File: src/rtl/layer_ram_controller_if.sv
// Handshake and RAM-port bundle for layer_ram_controller.
// slave is the controller side; master is the network controller plus RAMs.
interface layer_ram_controller_if #(
  parameter int DW = 8,
  parameter int AW = 8
);
  logic                 start;
  logic [1:0]           layer;
  logic                 done;
  logic                 busy;
  logic                 rd_en;
  logic [AW-1:0]        w_addr;
  logic [AW-1:0]        x_addr;
  logic signed [DW-1:0] w_data;
  logic signed [DW-1:0] x_data;
  logic                 y_we;
  logic [AW-1:0]        y_addr;
  logic signed [DW-1:0] y_data;

  modport slave (
    input  start, layer, w_data, x_data,
    output done, busy, rd_en, w_addr, x_addr, y_we, y_addr, y_data
  );

  modport master (
    output start, layer, w_data, x_data,
    input  done, busy, rd_en, w_addr, x_addr, y_we, y_addr, y_data
  );
endinterface

File: src/rtl/layer_ram_controller.sv
// Sequences one fully-connected layer: reads N weights/activations per neuron,
// accumulates signed products, writes the scaled and saturated result back.
module layer_ram_controller #(
  parameter int DW   = 8,
  parameter int N    = 4,
  parameter int FRAC = 4,
  parameter int AW   = 8
) (
  input  logic                  clk,
  input  logic                  reset,
  layer_ram_controller_if.slave bus
);

  localparam int CW   = $clog2(N);
  localparam int ACCW = 2 * DW + CW;
  localparam logic [CW-1:0]          LAST    = CW'(N - 1);
  localparam logic signed [ACCW-1:0] YMAX    = ACCW'((1 << (DW - 1)) - 1);
  localparam logic signed [ACCW-1:0] YMIN    = ~YMAX;
  localparam logic signed [DW-1:0]   YMAX_DW = {1'b0, {(DW - 1){1'b1}}};
  localparam logic signed [DW-1:0]   YMIN_DW = {1'b1, {(DW - 1){1'b0}}};

  typedef enum logic [2:0] {
    IDLE,
    READ,
    DRAIN,
    WRITE,
    DONE
  } state_t;

  state_t                  state;
  state_t                  state_next;
  logic [1:0]              layer_q;
  logic [CW-1:0]           n;
  logic [CW-1:0]           i;
  logic signed [ACCW-1:0]  acc;
  logic signed [2*DW-1:0]  prod_raw;
  logic signed [ACCW-1:0]  prod;
  logic signed [ACCW-1:0]  shifted;
  logic signed [DW-1:0]    y_sat;

  logic                    done_c;
  logic                    rd_en_c;
  logic                    y_we_c;
  logic [AW-1:0]           w_addr_c;
  logic [AW-1:0]           x_addr_c;
  logic [AW-1:0]           y_addr_c;
  logic signed [DW-1:0]    y_data_c;

  always_comb begin
    prod_raw = (2 * DW)'(bus.w_data) * (2 * DW)'(bus.x_data);
    prod     = ACCW'(prod_raw);
    shifted  = acc >>> FRAC;
    if (shifted > YMAX)
      y_sat = YMAX_DW;
    else if (shifted < YMIN)
      y_sat = YMIN_DW;
    else
      y_sat = shifted[DW-1:0];
  end

  always_ff @(posedge clk or negedge reset) begin
    if (!reset)
      state <= IDLE;
    else
      state <= state_next;
  end

  // Read data trails rd_en by one cycle: the first READ cycle of a neuron has
  // nothing to add yet, and DRAIN picks up the product of the last read.
  always_ff @(posedge clk or negedge reset) begin
    if (!reset) begin
      layer_q <= '0;
      n       <= '0;
      i       <= '0;
      acc     <= '0;
    end else begin
      case (state)
        IDLE: begin
          if (bus.start && bus.layer != 2'd3) begin
            layer_q <= bus.layer;
            n       <= '0;
            i       <= '0;
            acc     <= '0;
          end
        end
        READ: begin
          i <= i + 1'b1;
          if (i != '0)
            acc <= acc + prod;
        end
        DRAIN: acc <= acc + prod;
        WRITE: begin
          if (n != LAST) begin
            n   <= n + 1'b1;
            i   <= '0;
            acc <= '0;
          end
        end
        default: ;
      endcase
    end
  end

  always_comb begin
    state_next = state;
    done_c     = 1'b0;
    rd_en_c    = 1'b0;
    y_we_c     = 1'b0;
    w_addr_c   = '0;
    x_addr_c   = '0;
    y_addr_c   = '0;
    y_data_c   = '0;
    case (state)
      IDLE: begin
        if (bus.start)
          state_next = (bus.layer == 2'd3) ? DONE : READ;
      end
      READ: begin
        rd_en_c  = 1'b1;
        w_addr_c = AW'(layer_q) * AW'(N * N) + AW'(n) * AW'(N) + AW'(i);
        x_addr_c = AW'(layer_q) * AW'(N) + AW'(i);
        if (i == LAST)
          state_next = DRAIN;
      end
      DRAIN: state_next = WRITE;
      WRITE: begin
        y_we_c     = 1'b1;
        y_addr_c   = (AW'(layer_q) + AW'(1)) * AW'(N) + AW'(n);
        y_data_c   = y_sat;
        state_next = (n == LAST) ? DONE : READ;
      end
      DONE: begin
        done_c     = 1'b1;
        state_next = IDLE;
      end
      default: state_next = IDLE;
    endcase
  end

  assign bus.done   = done_c;
  assign bus.busy   = (state != IDLE);
  assign bus.rd_en  = rd_en_c;
  assign bus.w_addr = w_addr_c;
  assign bus.x_addr = x_addr_c;
  assign bus.y_we   = y_we_c;
  assign bus.y_addr = y_addr_c;
  assign bus.y_data = y_data_c;

  strobe_exclusive: assert property (@(posedge clk) disable iff (!reset) !(rd_en_c && y_we_c));

endmodule

File: src/flat_wrapper.sv
// flat-port wrapper written by rule: the top's interface ports become plain ports
module layer_ram_controller_flat 
#(
  parameter int DW   = 8,
  parameter int N    = 4,
  parameter int FRAC = 4,
  parameter int AW   = 8
)
  (clk, reset, bus_start, bus_layer, bus_w_data, bus_x_data, bus_done, bus_busy, bus_rd_en, bus_w_addr, bus_x_addr, bus_y_we, bus_y_addr, bus_y_data);
  layer_ram_controller_if #(.DW(DW), .AW(AW)) bus_i ();
  input  logic clk;
  input  logic reset;
  input wire logic [$bits(bus_i.start)-1:0] bus_start;
  input wire logic [$bits(bus_i.layer)-1:0] bus_layer;
  input wire logic [$bits(bus_i.w_data)-1:0] bus_w_data;
  input wire logic [$bits(bus_i.x_data)-1:0] bus_x_data;
  output wire logic [$bits(bus_i.done)-1:0] bus_done;
  output wire logic [$bits(bus_i.busy)-1:0] bus_busy;
  output wire logic [$bits(bus_i.rd_en)-1:0] bus_rd_en;
  output wire logic [$bits(bus_i.w_addr)-1:0] bus_w_addr;
  output wire logic [$bits(bus_i.x_addr)-1:0] bus_x_addr;
  output wire logic [$bits(bus_i.y_we)-1:0] bus_y_we;
  output wire logic [$bits(bus_i.y_addr)-1:0] bus_y_addr;
  output wire logic [$bits(bus_i.y_data)-1:0] bus_y_data;
  assign bus_i.start = bus_start;
  assign bus_i.layer = bus_layer;
  assign bus_i.w_data = bus_w_data;
  assign bus_i.x_data = bus_x_data;
  assign bus_done = bus_i.done;
  assign bus_busy = bus_i.busy;
  assign bus_rd_en = bus_i.rd_en;
  assign bus_w_addr = bus_i.w_addr;
  assign bus_x_addr = bus_i.x_addr;
  assign bus_y_we = bus_i.y_we;
  assign bus_y_addr = bus_i.y_addr;
  assign bus_y_data = bus_i.y_data;
  layer_ram_controller #(.DW(DW), .N(N), .FRAC(FRAC), .AW(AW)) u_core (.clk(clk), .reset(reset), .bus(bus_i));
endmodule
File: config.mk
export PLATFORM = sky130hd
export DESIGN_NAME = layer_ram_controller_flat
export DESIGN_NICKNAME = d
export VERILOG_FILES = /design/src/rtl/layer_ram_controller_if.sv /design/src/rtl/layer_ram_controller.sv /design/src/flat_wrapper.sv
export SDC_FILE = /design/constraint.sdc
export NUM_CORES = 1
export LEC_CHECK = 0
export BUFFER_PORTS_ARGS = -buffer_cell sky130_fd_sc_hd__buf_2
export CORE_AREA = 2 2 96 98
export DETAILED_ROUTE_END_ITERATION = 10
export DIE_AREA = 0 0 98 100
export PLACE_DENSITY = 0.85
export SETUP_SLACK_MARGIN = 0.02
export SYNTH_ARGS = -nofsm -noshare
export SYNTH_HDL_FRONTEND = slang
export SYNTH_SLANG_ARGS = --single-unit
File: constraint.sdc
create_clock -name clk -period 5.91 [get_ports clk]
set_input_delay 1.182 -clock clk [delete_from_list [all_inputs] [get_ports clk]]
set_output_delay 1.182 -clock clk [all_outputs]
set_load 0.005 [all_outputs]
# Word level (Yosys, flattened, before mapping)
# Index checks and enable logic that the tools add are counted.
# Widths: inputs -> output; s select.
# op_classes
addsub	8
mul	1
magnitude_cmp	2
eq_ne	14
n_mux	23
n_reduce_logical	12
# op_table
cell	n
$pmux 18 s4	1
$mux 18	3
$mux 8	6
$add 18x16->18	1
$add 8x2->8	2
$mul 8x8->16	1
$gt 14x8->1 const B	1
$lt 14x8->1 const B	1
$mux 3	4
$pmux 3 s4	1
$ne 2x1->1 const B	4
$add 6x4->7	1
$eq 2x2->1 const B	3
$eq 3x2->1 const B	2
$mux 2	3
$ne 2x2->1 const B	3
$pmux 2 s3	1
$reduce_and 3->1	2
$reduce_bool 3->1	2
$add 4x2->5	1
$add 2x1->2 const B	2
$pmux 2 s2	1
$reduce_and 2->1	2
$reduce_and 4->1	1
8 further kinds	11
# totals
ff_bits	27
elab_cells	65

# Longest topological paths before layout
# depth
word_depth	4
mapped_depth	20
mapped_depth_nobuf	19

# Worst setup path after synthesis
# OpenSTA, ideal clock, no wires.
# synth_timing
path_kind	in2reg
from	input bus_w_data[7]
to	register u_core.acc[14]
setup_time_ns	0.122
arrival_time_ns	5.631
required_ns	5.788
setup_slack_ns	0.158
cell_stages	16
path_cell_list	and2_1 > inv_1 > fa_1 > inv_1 > fa_1 > fa_1 > fa_1 > fa_1 > ha_1 > o21ai_1 > a21oi_1 > o211ai_2 > a21oi_1 > o21a_1 > or3_1 > a32o_1
# synth_between
elab_chain_len	4
# synth_lines
element	line	text
start: declaration	flat_wrapper.sv:15	input wire logic [$bits(bus_i.w_data)-1:0] bus_w_data;
$mul 8x8->16 *	layer_ram_controller.sv:50	prod_raw = (2 * DW)'(bus.w_data) * (2 * DW)'(bus.x_data);
$add 18x16->18 *	layer_ram_controller.sv:89, layer_ram_controller.sv:91	
$mux 18	layer_ram_controller.sv:88	if (i != '0)
$pmux 18 s4 *	layer_ram_controller.sv:77	case (state)
end signal: assignment	layer_ram_controller.sv:89	acc <= acc + prod;
end signal: assignment	layer_ram_controller.sv:91	DRAIN: acc <= acc + prod;
end: declaration	layer_ram_controller.sv:35	logic signed [ACCW-1:0] acc;
# Every way passes the cells marked *; elsewhere a longest branch is shown, timed or not. The select of a mux whose other input is x is not followed.
# A chain may end at the register's enable or synchronous reset.

# Worst setup path after layout
# layout_timing
from	input bus_x_data[2]
to	register u_core.acc[16]
# layout_between
elab_chain_len	4
# layout_lines
element	line	text
start: declaration	flat_wrapper.sv:16	input wire logic [$bits(bus_i.x_data)-1:0] bus_x_data;
$mul 8x8->16 *	layer_ram_controller.sv:50	
$add 18x16->18 *	layer_ram_controller.sv:89, layer_ram_controller.sv:91	
$mux 18	layer_ram_controller.sv:88	
$pmux 18 s4 *	layer_ram_controller.sv:77	
# Marked as above.

==> metrics.txt <==
CP top delay family adder cells; PortBufs 47; top cells by area, synth fa_1 34%, dfrtp_1 14%, ha_1 12%; Hold Path Sink u_core.acc[1]; count of cell types in the netlist 45; Area Growth Syn to Fin 7.86%; vias per std cell 5.24; All-Layer GR Usage 0.213; DRC 0; Tmin final 5530 ps; DIE AREA 0.00980 sq mm; Cell Rows 35; mean post-synth cell area 9.40 sq um; CP bufs+invs 4; CTS tree yes; status completed; worst hold path depth 1; RSZ-0062 raised after global routing no; Clk pin slew, worst setup/hold paths approximately 110 ps; total number of vias 3,427; CTS hold repair buffers 0; cell with the most instances after synthesis inv_1; Post-Syn Area 0.00468 sq mm; startpoint types input port; CP max stage cell fa_1; Warnings, synthesis 0; clk sinks 27; reg2reg end u_core.acc[14]; Worst Setup End Kind flop; skew final 13.2 ps; remaining antenna violation count 0; initial core utilization 0.527; # diodes 0; Worst Hold Class flop to flop; global-route wire length before repair 17,300 um; area of the multi-input gates 0.00356 sq mm; Setup TNS Final 0 ps; Clock Latency Late Sink 280 ps; most used cell, CP fa_1; IO Count 57; initial antenna violation count 0; number of flops mapped to enable cells by yosys 0; non-filler instance count after layout 654; Pre-antenna DRT Iters 4; clk buf depth 2; register area ~680 sq um; Worst EP required 6080 ps; max incr delay on CP 570 ps; post-route cell area 0.00505 sq mm; worst-path fanout max 8; Post-synth top cells 93 x inv_1, 80 x fa_1, 46 x ha_1; Slew Limit Fails 0; fill cell count approximately 800; Routed WL roughly 9500 um; final setup fails 0; Placer Congestion 0.894; CP Class input port to flop; drt initial violations around 160; Core ar. 0.00889 sq mm; grt ovf 0; total CTS buffers 3; Reg2Reg Depth 17; chip height 100 um; CTS resizes 0; layout cells sized above 1 0.122; final hold viol count 0; f_max 181 MHz; #FFs+latches synth 27; die width roughly 100 um; CTS root buf clkbuf_8; MaxCap Viol Count 0; Rel. slew slack 0.186; post-synthesis sequential area ratio 0.144; Tcrit/Tclk final 0.935; Layout Nets 691; Slew @ Worst Pin 1210 ps; Max H-tree Level 1; DP Area around 0.0050 sq mm; pin count of the biggest net entering global routing 28; cell taking the most area after synthesis fa_1; Gate Count Post-Synth 498; ys async rst share 1.00; critical-path cell list buf_2, nand2_1, inv_1, fa_1, inv_1, fa_1, inv_1, fa_1, fa_1, ha_1, ha_1, a21o_1, or4_1, o211ai_2, xnor2_1, a22o_1; Worst Path Arrival ~5700 ps; post-CTS setup buffers 0; Yosys top cell area share 0.342; vias in the first global route about 3.8k; hold_sp u_core.acc[1]; detailed placement HPWL 8240 um; Synth Flop Type dfrtp_1; reg2reg setup slack 1220 ps; FF-to-FF Start u_core.acc[6]; WL/cell 14.6 um; Inst Count DP 650
[placed cells by master, fill, tap and decap left out, types with 9 or more instances in the layout]
cell,instances
fa_1,80
o21ai_0,16
a21oi_1,13
a22o_1,9
ha_1,46
nand2_1,43
buf_2,47
and2_1,42
dfrtp_1,27
nor2_1,32
xnor2_1,13
inv_1,93
conb_1,9
[state kept, by name (all words and copies together) (netlist names)]
| register | cells |
|---|---|
| u_core.state | 3 |
| u_core.layer_q | 2 |
| u_core.n | 2 |
| u_core.acc | 18 |
| u_core.i | 2 |
[through the flow]
step,utilization,setup WS (ps),hold WS (ps)
finish,0.568,383,533
CTS,0.568,381,530
global route,0.568,130,569
floorplan,-,158,472
global placement,0.562,161,492
detailed placement,0.562,90.2,500
[how the worst max path moves through the flow]
stage               depth (start not counted)              to           from
finish                                     16  u_core.acc[16]  bus_x_data[2]
global placement                           16  u_core.acc[14]  bus_w_data[0]
global route                               17  u_core.acc[17]  bus_x_data[2]
detailed placement                         16  u_core.acc[16]  bus_x_data[2]
floorplan                                  16  u_core.acc[14]  bus_w_data[7]
CTS                                        16  u_core.acc[16]  bus_x_data[2]
[cells by family after synthesis]
family / share of synthesized area
buffers and inverters: 0.102
xor gates and xnor gates: 0.0318
other: 0.000801
AOI/OAI and AO/OA: 0.0885
and+or+nand+nor: 0.158
DFF: 0.144
muxes: 0.00962
adders and majority gates: 0.465
[cell type report]
| cell class | count | share of cell area |
|---|---|---|
| clock buffer | 3 | 0.00818 |
| clock inverter | 1 | 0.00173 |
| multi-input combinational | 366 | 0.705 |
| inverter | 94 | 0.0699 |
| sequential | 27 | 0.134 |
| tap | 111 | 0.0275 |
| timing repair buffer | 52 | 0.0540 |
[per-layer routing]
metal,share of wire,track usage
met1,0.43,0.282
met2,0.52,0.380
met3,0.037,0.0230
met4,0.013,0.0513
met5,0,0
Power is left out: the tool's default activity adds up to more than one toggle a clock period on the data nets, which glitch-free logic cannot reach.
